### src/rtl/pixel_pkg.sv
// pixel_pkg: pixel width, lane count, packer state type and line geometry helper.
package pixel_pkg;
  localparam int PIX_W = 24;
  localparam int LANES = 8;
  typedef enum logic [1:0] {IDLE, PACK, PAD} pack_state_t;
  function automatic int beats_per_line(input int m);
    return m / LANES;
  endfunction
endpackage

### src/rtl/pixel_packer.sv
// pixel_packer: groups framed pixels into 8-lane beats, exactly M/8 beats per line.
// Define PIXEL_PACKER_PAD_EN to pad early-EOL lines with the last pixel instead of aborting them.
module pixel_packer
  import pixel_pkg::*;
#(
  parameter int N = PIX_W,
  parameter int M = 240
) (
  input  logic         i_clk,
  input  logic         i_rst,
  input  logic [N-1:0] i_pixel,
  input  logic         i_valid,
  input  logic         i_sol,
  input  logic         i_eol,
  output logic         o_ready,
  output logic [N-1:0] o_data1,
  output logic [N-1:0] o_data2,
  output logic [N-1:0] o_data3,
  output logic [N-1:0] o_data4,
  output logic [N-1:0] o_data5,
  output logic [N-1:0] o_data6,
  output logic [N-1:0] o_data7,
  output logic [N-1:0] o_data8,
  output logic         o_write,
  output logic         o_line_done,
  output logic         o_err
);
  localparam int BEATS = beats_per_line(M);
  localparam int BW = (BEATS > 1) ? $clog2(BEATS) : 1;
  localparam logic [BW-1:0] LAST_BEAT = BW'(BEATS - 1);
  pack_state_t state_q, state_d;
  logic [2:0] lane_q, lane_d, base_lane;
  logic [BW-1:0] beat_q, beat_d, base_beat;
  logic [N-1:0] lanes_q [LANES];
  logic [N-1:0] lanes_d [LANES];
  logic [N-1:0] data_q [LANES];
  logic [N-1:0] data_d [LANES];
  logic write_q, write_d, done_q, done_d, err_q, err_d, ready_q, ready_d;
  logic take, full, last, early;
`ifdef PIXEL_PACKER_PAD_EN
  logic [N-1:0] hold_q, hold_d;
`endif
  // SOL always restarts framing, so it overrides the running lane/beat position
  always_comb begin
    take = i_valid && ready_q && (i_sol || state_q == PACK);
    base_lane = i_sol ? 3'd0 : lane_q;
    base_beat = i_sol ? '0 : beat_q;
    full = base_lane == 3'd7;
    last = full && base_beat == LAST_BEAT;
    early = i_eol && !last;
  end
  always_comb begin
    state_d = state_q;
    lane_d = lane_q;
    beat_d = beat_q;
    lanes_d = lanes_q;
    data_d = data_q;
    write_d = 1'b0;
    done_d = 1'b0;
    err_d = 1'b0;
    ready_d = 1'b1;
`ifdef PIXEL_PACKER_PAD_EN
    hold_d = hold_q;
`endif
    if (take) begin
      lanes_d[base_lane] = i_pixel;
      lane_d = base_lane + 3'd1;
      beat_d = full ? (last ? '0 : base_beat + 1'b1) : base_beat;
      err_d = i_sol && state_q == PACK;
      state_d = last ? IDLE : PACK;
      if (full) begin
        data_d = lanes_d;
        write_d = 1'b1;
        done_d = last;
      end
`ifdef PIXEL_PACKER_PAD_EN
      hold_d = i_pixel;
      if (early) begin
        state_d = PAD;
        ready_d = 1'b0;
      end
`else
      if (early) begin
        state_d = IDLE;
        lane_d = 3'd0;
        beat_d = '0;
        err_d = 1'b1;
      end
`endif
    end
`ifdef PIXEL_PACKER_PAD_EN
    // lanes below lane_q already hold real pixels of the open beat; the rest replicate
    else if (state_q == PAD) begin
      for (int i = 0; i < LANES; i++) data_d[i] = (3'(i) < lane_q) ? lanes_q[i] : hold_q;
      write_d = 1'b1;
      done_d = beat_q == LAST_BEAT;
      lane_d = 3'd0;
      beat_d = done_d ? '0 : beat_q + 1'b1;
      state_d = done_d ? IDLE : PAD;
      ready_d = done_d;
    end
`endif
  end
  always_ff @(posedge i_clk or posedge i_rst) begin
    if (i_rst) begin
      state_q <= IDLE;
      lane_q <= 3'd0;
      beat_q <= '0;
      lanes_q <= '{default: '0};
      data_q <= '{default: '0};
      write_q <= 1'b0;
      done_q <= 1'b0;
      err_q <= 1'b0;
      ready_q <= 1'b0;
`ifdef PIXEL_PACKER_PAD_EN
      hold_q <= '0;
`endif
    end else begin
      state_q <= state_d;
      lane_q <= lane_d;
      beat_q <= beat_d;
      lanes_q <= lanes_d;
      data_q <= data_d;
      write_q <= write_d;
      done_q <= done_d;
      err_q <= err_d;
      ready_q <= ready_d;
`ifdef PIXEL_PACKER_PAD_EN
      hold_q <= hold_d;
`endif
    end
  end
  assign o_ready = ready_q;
  assign o_write = write_q;
  assign o_line_done = done_q;
  assign o_err = err_q;
  assign o_data1 = data_q[0];
  assign o_data2 = data_q[1];
  assign o_data3 = data_q[2];
  assign o_data4 = data_q[3];
  assign o_data5 = data_q[4];
  assign o_data6 = data_q[5];
  assign o_data7 = data_q[6];
  assign o_data8 = data_q[7];
endmodule

### config.mk
export PLATFORM = sky130hd
export DESIGN_NAME = pixel_packer
export DESIGN_NICKNAME = d
export VERILOG_FILES = /design/src/rtl/pixel_pkg.sv /design/src/rtl/pixel_packer.sv
export SDC_FILE = /design/constraint.sdc
export NUM_CORES = 1
export LEC_CHECK = 0
export CAP_MARGIN = 20
export CORE_ASPECT_RATIO = 1.1
export CORE_MARGIN = 1
export CORE_UTILIZATION = 55
export DETAILED_ROUTE_END_ITERATION = 10
export PLACE_DENSITY = 0.83
export SLEW_MARGIN = 20
export SYNTH_ARGS = -nofsm -noshare
export SYNTH_HDL_FRONTEND = slang
export SYNTH_SLANG_ARGS = --single-unit
### constraint.sdc
create_clock -name i_clk -period 27.6 [get_ports i_clk]
set_clock_uncertainty 0.15 [all_clocks]
set_input_delay 5.52 -clock i_clk [delete_from_list [all_inputs] [get_ports i_clk]]
set_output_delay 5.52 -clock i_clk [all_outputs]
set_load 0.005 [all_outputs]
==> results of run 1 <==
kinds of logic after synthesis:
logic type | count (synthesis)
other cells | 1
compound gates | 213
simple gates | 236
mux | 384
xor+xnor | 1
flops | 397
fa+ha+maj | 2
buf+inv | 117
stage by stage:
step                total power (W)  instances  instance area, sq um  utilization, %
CTS                        0.001286       1972                 20550           67.54
finish                     0.001277       1972                 20550           67.54
global placement          0.0007644       1899                 19310           63.47
detailed placement        0.0007721       1899                 19310           63.47
global route               0.001324       1972                 20550           67.54
floorplan                 0.0007414       1351                 17040               -
flip-flops by register name, summed over array words and instances (netlist names), 3 cells and up:
name	cells
lanes_q	192
o_data6	24
o_data4	24
lane_q	3
o_data7	24
o_data1	24
beat_q	5
o_data8	24
o_data5	24
o_data3	24
o_data2	24
path summary, 6_finish.rpt:
check                                    to  slack (ns)
worst max register to register   o_data2[7]       23.06
worst min-delay path             o_data1[2]        0.32
worst max-delay path             o_data2[7]       17.91
min in group asynchronous        o_data1[3]        5.40
max in group asynchronous       o_data1[14]       19.64
worst min register to register   o_data1[2]        0.32
cell type report:
| cell class | instances | area (sq um) | area share [%] |
|---|---|---|---|
| Inverter | 6 | 30.03 | 0.1461 |
| Clock inverter | 13 | 81.33 | 0.3957 |
| Tap cell | 414 | 518.0 | 2.520 |
| Clock buffer | 60 | 1157 | 5.631 |
| Timing Repair Buffer | 245 | 2400 | 11.68 |
| Multi-Input combinational cell | 837 | 6431 | 31.29 |
| Sequential cell | 397 | 9935 | 48.34 |
report_power, final:
group	total (W)	switching (W)	internal, W
clock	0.000516	0.000225	0.000292
sequential	0.000645	0.0000229	0.000622
combinational	0.000116	0.0000576	0.0000583
total	0.00128	0.000305	0.000972
critical path, cell delays in order:
cell,delay (ns)
clkdlybuf4s50_1,0.45
buf_4,0.31
nand2b_1,0.69
inv_2,0.13
ha_1,0.24
ha_1,0.29
o2111ai_4,0.37
buf_4,0.88
buf_4,0.71
o21ai_0,0.21
per-layer routing:
metal  GRT usage (%)  vias to the layer above  part of all wire [%]
met5               0                        -                     0
met4           6.757                        0                   2.2
met3           3.160                       61                   5.2
met2           41.71                      345                    49
met1           35.62                     5615                    43
li1                -                     5018                     -
synthesized netlist by cell type, types with 3 or more instances:
cell,number,area [sq um]
dfrtp_1,397,9935
nand2_1,199,747.0
mux2i_1,192,1922
mux2_2,168,1892
o21ai_0,162,810.8
clkbuf_1,50,187.7
o21ai_1,35,175.2
buf_2,24,120.1
buf_6,23,259.0
mux2_4,18,270.3
buf_4,12,90.09
a21oi_1,6,30.03
mux2_1,6,67.56
nor3_4,6,97.59
inv_1,5,18.77
nor2_1,5,18.77
nand2b_1,4,25.02
nor4_4,4,85.08
a22o_1,3,26.28
nand3_1,3,15.01
==> flow_metrics.env, run 1 <==
export IMPL_synthXorXnorAreaFrac_pct=0.05141
export IMPL_status="completed"
export IMPL_gr_total_overflow=0
export IMPL_drcViolationCount=0
export IMPL_critPathRequiredTime_ns=27.82
export IMPL_numCtsBuffers=40
export IMPL_crit_type="in -> reg"
export IMPL_final_common_cell="dfrtp_1"
export IMPL_setup_viol=0
export IMPL_die_area_sq_um=31680
export IMPL_rsz0062_at_grt="false"
export IMPL_yosys_area_share_simple_pct=6.580
export IMPL_grt_start_max_net_pins=114
export IMPL_drt_iter0_markers=766
export IMPL_r2r_start="lane_q[0]"
export IMPL_port_buffers=224
export IMPL_finish_net_count=1558
export IMPL_cts_tree="built"
export IMPL_cts_max_level=2
export IMPL_synth_cells=1351
export IMPL_syn_nets=1382
export IMPL_grt_pass1_vias=11190
export IMPL_grt_first_pass_wirelength_um=62570
export IMPL_preCtsSetupSlack_ns=17.43
export IMPL_synth_top_family_by_area="multiplexers"
export IMPL_min_from="o_data1[2]"
export IMPL_min_path_type="reg -> reg"
export IMPL_clkTransAtPathRegs_ns=0.06
export IMPL_arrival_ns=9.92
export IMPL_min_path_cells=2
export IMPL_grt_total_usage_pct=25.33
export IMPL_core_area_sq_um=30430
export IMPL_slew_violations=0
export IMPL_seq_area_frac_synth_pct=58.31
export IMPL_start_kind="input pin"
export IMPL_syn_avg_cell_area_sq_um=12.61
export IMPL_power_density_nw_per_um2=62.14
export IMPL_p_leak_nw=9.018
export IMPL_post_cts_buffers=0
export IMPL_fmax_ghz=0.1032
export IMPL_worstMarginPinSlew_ns=1.102
export IMPL_ys_warn_count=0
export IMPL_ios=225
export IMPL_final_cell_mix="397 x dfrtp_1, 224 x clkdlybuf4s50_1, 199 x nand2_1"
export IMPL_dr_pass1_iters=5
export IMPL_post_synth_fa_ha_maj_area_fraction_pct=0.1469
export IMPL_clk_path_buf_depth=3
export IMPL_synth_distinct_cells=43
export IMPL_drive_gt1_share_pct=18.42
export IMPL_slew_headroom_pct=26.33
export IMPL_insertion_delay_ns=0.53
export IMPL_die_x_um=169.8
export IMPL_muxShareOfSynthArea_pct=24.37
export IMPL_finalCritPeriodShare_pct=35.12
export IMPL_crit_start="i_sol"
export IMPL_hold_ws_ns=0.3244
export IMPL_worstPathMaxFanout=110
export IMPL_via_per_inst=5.598
export IMPL_synth_seq_cells=397
export IMPL_antenna_left=0
export IMPL_fin_ws_ns=17.91
export IMPL_root_buffer="clkbuf_16"
export IMPL_syn_to_final_growth_pct=20.64
export IMPL_ys_flop_type="dfrtp_1"
export IMPL_setup_tns_final_ns=0
export IMPL_post_drt_wl_per_cell_um=19.76
export IMPL_worst_setup_path_end_kind="register"
export IMPL_wirelength_um=38960
export IMPL_hold_viol=0
export IMPL_synth_compound_area_share_pct=6.485
export IMPL_antenna_cells=0
export IMPL_antenna_found_initial=0
export IMPL_synth_edf_count=0
export IMPL_maxCapViolations=0
export IMPL_netlist_area_sq_um=17040
export IMPL_async_reset_ff_share_pct=100.0
export IMPL_ctsResizeCount=0
export IMPL_fillers=2195
export IMPL_r2r_cells=8
export IMPL_vias=11040
export IMPL_dp_hpwl_um=24380
export IMPL_postCtsHoldBufs=0
export IMPL_initial_core_util_pct=55.98
export IMPL_dieHeight_um=186.6
export IMPL_gp_congestion=0.7839
export IMPL_peakVddDrop_mv=0.04136
export IMPL_rows=67
export IMPL_numClockSinks=397
export IMPL_min_period_ns=9.694
Note: power is estimated with default switching activity, not from simulation.
==> inputs of run 2 (changes only) <==
==> constraint.sdc (replaced) <==
create_clock -name i_clk -period 9.2 [get_ports i_clk]
set_clock_uncertainty 0.15 [all_clocks]
set_input_delay 1.84 -clock i_clk [delete_from_list [all_inputs] [get_ports i_clk]]
set_output_delay 1.84 -clock i_clk [all_outputs]
set_load 0.005 [all_outputs]
==> flow_metrics.env, run 2 (synthesis gave the netlist of run 1 again) <==
export IMPL_cts_max_level=2
export IMPL_cpPeakStageDelay_ns=0.72
export IMPL_grt_first_pass_wirelength_um=62010
export IMPL_post_drt_wl_per_cell_um=19.58
export IMPL_start_kind="input pin"
export IMPL_path_cells="clkdlybuf4s50_1 > buf_4 > nand2b_1 > inv_2 > ha_1 > ha_1 > o2111ai_4 > buf_16 > buf_4 > o21ai_0"
export IMPL_grt_pass1_vias=11090
export IMPL_pwr_share_seq_pct=50.6
export IMPL_largest_reg_flops=192
export IMPL_ctsResizeCount=0
export IMPL_insertion_delay_ns=0.53
export IMPL_setup_tns_final_ns=0
export IMPL_setup_viol=0
export IMPL_antenna_found_initial=1
export IMPL_arrival_ns=5.45
export IMPL_core_area_sq_um=30430
export IMPL_min_period_ns=5.241
export IMPL_slew_violations=0
export IMPL_slew_headroom_pct=28.06
export IMPL_final_cell_mix="397 x dfrtp_1, 224 x clkdlybuf4s50_1, 199 x nand2_1"
export IMPL_crit_type="in -> reg"
export IMPL_worstPathMaxFanout=106
export IMPL_finish_net_count=1556
export IMPL_crit_family="buffers and inverters"
export IMPL_clkTransAtPathRegs_ns=0.06
export IMPL_numCtsBuffers=40
export IMPL_final_common_cell="dfrtp_1"
export IMPL_via_per_inst=5.570
export IMPL_die_x_um=169.8
export IMPL_rsz0062_at_grt="false"
export IMPL_min_path_type="reg -> reg"
export IMPL_port_buffers=224
export IMPL_p_leak_nw=9.033
export IMPL_gr_total_overflow=0
export IMPL_p_sw_share_pct=23.75
export IMPL_antenna_cells=0
export IMPL_vias=10960
export IMPL_maxCapViolations=0
export IMPL_drive_gt1_share_pct=18.54
export IMPL_p_int_w=0.002917
export IMPL_worstMarginPinSlew_ns=1.077
export IMPL_antenna_left=0
export IMPL_wirelength_um=38520
export IMPL_dp_hpwl_um=23650
export IMPL_status="completed"
export IMPL_gp_congestion=0.8094
export IMPL_rows=67
export IMPL_post_cts_buffers=0
export IMPL_dr_pass1_iters=5
export IMPL_drt_iter0_markers=815
export IMPL_numClockSinks=397
export IMPL_fmax_ghz=0.1908
export IMPL_regMostFlops="lanes_q"
export IMPL_hold_viol=0
export IMPL_postCtsHoldBufs=0
export IMPL_switchingPower_w=0.0009088
export IMPL_clk_path_buf_depth=3
export IMPL_worst_setup_path_end_kind="register"
export IMPL_path_buf_inv=5
export IMPL_root_buffer="clkbuf_16"
export IMPL_finalCritPeriodShare_pct=56.97
export IMPL_hold_ws_ns=0.3241
export IMPL_syn_to_final_growth_pct=20.87
export IMPL_pwr_share_comb_pct=9.0
export IMPL_ios=225
export IMPL_power_density_nw_per_um2=185.8
export IMPL_initial_core_util_pct=55.98
export IMPL_die_area_sq_um=31680
export IMPL_grt_start_max_net_pins=232
export IMPL_cts_tree="built"
export IMPL_critPathRequiredTime_ns=9.41
export IMPL_clkPwrFrac_pct=40.3
export IMPL_slowest_stage="buf_4"
export IMPL_dieHeight_um=186.6
export IMPL_peakVddDrop_mv=0.1231
export IMPL_grt_total_usage_pct=25.13
export IMPL_finish_utilization_pct=67.67
export IMPL_drcViolationCount=0
-- run 2: worst paths after layout --
check	from	end	slack (ns)	cells past startpoint
setup reg to reg	lane_q[0]	o_data5[11]	5.44	8
hold reg to reg	o_data1[6]	o_data1[6]	0.32	2
min in group asynchronous	i_rst	o_data1[4]	1.76	3
setup / recovery	i_sol	o_data5[11]	3.96	10
hold / removal	o_data1[6]	o_data1[6]	0.32	2
max in group asynchronous	i_rst	o_data3[7]	5.62	4
-- run 2: through the flow --
| stage | instances | total power, W | area [sq um] | setup WS (ns) |
|---|---|---|---|---|
| finish | 1967 | 0.003826 | 20590 | 3.959 |
| detailed placement | 1896 | 0.002314 | 19320 | 3.372 |
| CTS | 1966 | 0.003855 | 20560 | 3.904 |
| floorplan | 1351 | 0.002225 | 17040 | 1.866 |
| global placement | 1896 | 0.002287 | 19320 | 3.460 |
| global route | 1967 | 0.003974 | 20590 | 3.720 |
-- run 2: power groups by stage --
stage,Combinational (W),Clock [W],Sequential (W)
floorplan,0.000282,0,0.00194
global placement,0.000331,0,0.00196
detailed placement,0.000347,0,0.00197
CTS,0.000351,0.00157,0.00194
global route,0.000380,0.00164,0.00195
finish,0.000346,0.00154,0.00194
-- run 2: cell type report --
type | count | area, sq um
clock buffer | 55 | 1149
clock inverter | 15 | 90.09
fill | 2199 | 9839
inverter | 6 | 26.28
multi-input combinational | 837 | 6431
sequential | 397 | 9935
tap | 414 | 518.0
timing repair buffer | 243 | 2442
-- run 2: per-layer routing --
metal	global-route usage (%)	routed length, um
met1	34.64	16790
met2	41.44	19020
met3	3.351	1705
met5	0	13
met4	7.866	987
-- run 2: worst register-to-register path, cell delays in order, from the launching register on --
cell and delay [ns]:
dfrtp_1 0.60, nand2b_1 0.69, inv_2 0.13, ha_1 0.24, ha_1 0.28, o2111ai_4 0.23, buf_16 0.25, buf_4 0.74
o21ai_0 0.30
==> inputs of run 3 (changes only) <==
==> constraint.sdc (replaced) <==
create_clock -name i_clk -period 5.1 [get_ports i_clk]
set_clock_uncertainty 0.15 [all_clocks]
set_input_delay 1.02 -clock i_clk [delete_from_list [all_inputs] [get_ports i_clk]]
set_output_delay 1.02 -clock i_clk [all_outputs]
set_load 0.005 [all_outputs]
==> flow_metrics.env, run 3 (synthesis gave the netlist of run 1 again) <==
export IMPL_antenna_found_initial=0
export IMPL_rows=67
export IMPL_ios=225
export IMPL_regMostFlops="lanes_q"
export IMPL_setup_viol=0
export IMPL_arrival_ns=3.91
export IMPL_postCtsHoldBufs=0
export IMPL_post_drt_wl_per_cell_um=19.75
export IMPL_wirelength_um=39130
export IMPL_placedInstanceArea_sq_um=19430
export IMPL_finalPower_w=0.007348
export IMPL_min_period_ns=3.689
export IMPL_die_area_sq_um=31680
export IMPL_finalCritPeriodShare_pct=72.34
export IMPL_finish_net_count=1565
export IMPL_min_path_type="reg -> reg"
export IMPL_worst_setup_path_end_kind="register"
export IMPL_fmax_ghz=0.2711
export IMPL_crit_type="in -> reg"
export IMPL_slew_headroom_pct=38.78
export IMPL_dr_pass1_iters=4
export IMPL_grt_total_usage_pct=25.53
export IMPL_ctsResizeCount=0
export IMPL_start_kind="input pin"
export IMPL_worstMarginPinSlew_ns=0.9115
export IMPL_slew_violations=0
export IMPL_clkTransAtPathRegs_ns=0.06
export IMPL_final_cell_mix="397 x dfrtp_1, 224 x clkdlybuf4s50_1, 199 x nand2_1"
export IMPL_clk_path_buf_depth=3
export IMPL_hold_viol=0
export IMPL_root_buffer="clkbuf_16"
export IMPL_antenna_left=0
export IMPL_power_density_nw_per_um2=351.1
export IMPL_cts_max_level=2
export IMPL_gp_congestion=0.7849
export IMPL_worstPathMaxFanout=123
export IMPL_peakVddDrop_mv=0.2393
export IMPL_gr_total_overflow=0
export IMPL_final_common_cell="dfrtp_1"
export IMPL_via_per_inst=5.519
export IMPL_rsz0062_at_grt="false"
export IMPL_numCtsBuffers=41
export IMPL_hold_ws_ns=0.3271
export IMPL_insertion_delay_ns=0.52
export IMPL_p_leak_nw=9.207
export IMPL_setup_tns_final_ns=0
export IMPL_status="completed"
export IMPL_largest_reg_flops=192
export IMPL_numClockSinks=397
export IMPL_initial_core_util_pct=55.98
export IMPL_maxCapViolations=0
export IMPL_grt_start_max_net_pins=144
export IMPL_vias=10930
export IMPL_critPathRequiredTime_ns=5.32
export IMPL_final_area_sq_um=20930
export IMPL_antenna_cells=0
export IMPL_cts_tree="built"
export IMPL_grt_pass1_vias=11260
export IMPL_drive_gt1_share_pct=19.46
export IMPL_grt_first_pass_wirelength_um=62580
export IMPL_die_x_um=169.8
export IMPL_drcViolationCount=0
export IMPL_dp_hpwl_um=24920
export IMPL_syn_to_final_growth_pct=22.85
export IMPL_dieHeight_um=186.6
export IMPL_port_buffers=224
export IMPL_core_area_sq_um=30430
export IMPL_post_cts_buffers=0
export IMPL_drt_iter0_markers=810
[run 3: where the power goes]
group / internal, W / switching, W
clock: 0.00201 / 0.00121
sequential: 0.00337 / 0.000128
combinational: 0.000322 / 0.000315
total: 0.00570 / 0.00165
[run 3: worst paths after layout]
| path | slack, ns | start | depth (start not counted) | to |
|---|---|---|---|---|
| min reg2reg | 0.33 | o_data1[3] | 2 | o_data1[3] |
| min in group asynchronous | 0.77 | i_rst | 2 | lanes_q[168] |
| max in group asynchronous | 2.87 | i_rst | 3 | o_data5[17] |
| max | 1.41 | i_sol | 11 | o_data2[8] |
| max reg2reg | 1.92 | lane_q[0] | 9 | o_data2[8] |
| min | 0.33 | o_data1[3] | 2 | o_data1[3] |
[run 3: area by class of cell]
type | instances | area, sq um
Tap cell | 414 | 518.0
Clock buffer | 62 | 1297
Clock inverter | 14 | 201.4
Multi-Input combinational cell | 837 | 6431
Timing Repair Buffer | 251 | 2520
Sequential cell | 397 | 9935
Fill cell | 2143 | 9502
Inverter | 6 | 26.28
[run 3: through the flow]
| stage | std cells | worst slack [ns] | util (%) |
|---|---|---|---|
| finish | 1981 | 1.411 | 68.78 |
| floorplan | 1351 | -1.414 | - |
| CTS | 1981 | 1.466 | 68.78 |
| global placement | 1905 | 1.007 | 63.85 |
| global route | 1981 | 1.275 | 68.78 |
| detailed placement | 1905 | 0.9272 | 63.85 |
[run 3: routing by layer]
| metal | GRT usage, % | vias to the layer above | part of all wire [%] |
|---|---|---|---|
| li1 | - | 5035 | - |
| met1 | 34.46 | 5542 | 43 |
| met4 | 8.004 | 0 | 2.8 |
| met3 | 3.075 | 66 | 4.1 |
| met2 | 43.11 | 291 | 50 |
| met5 | 0 | - | 0 |
[run 3: worst max-delay path, cell delays in order]
cell and delay, ns:
clkdlybuf4s50_1 0.44, buf_4 0.25, nand2b_1 0.18, buf_4 0.23, inv_2 0.10, ha_1 0.15
ha_1 0.32, o2111ai_4 0.46, buf_12 0.39, nand2_1 0.16, o21ai_0 0.11
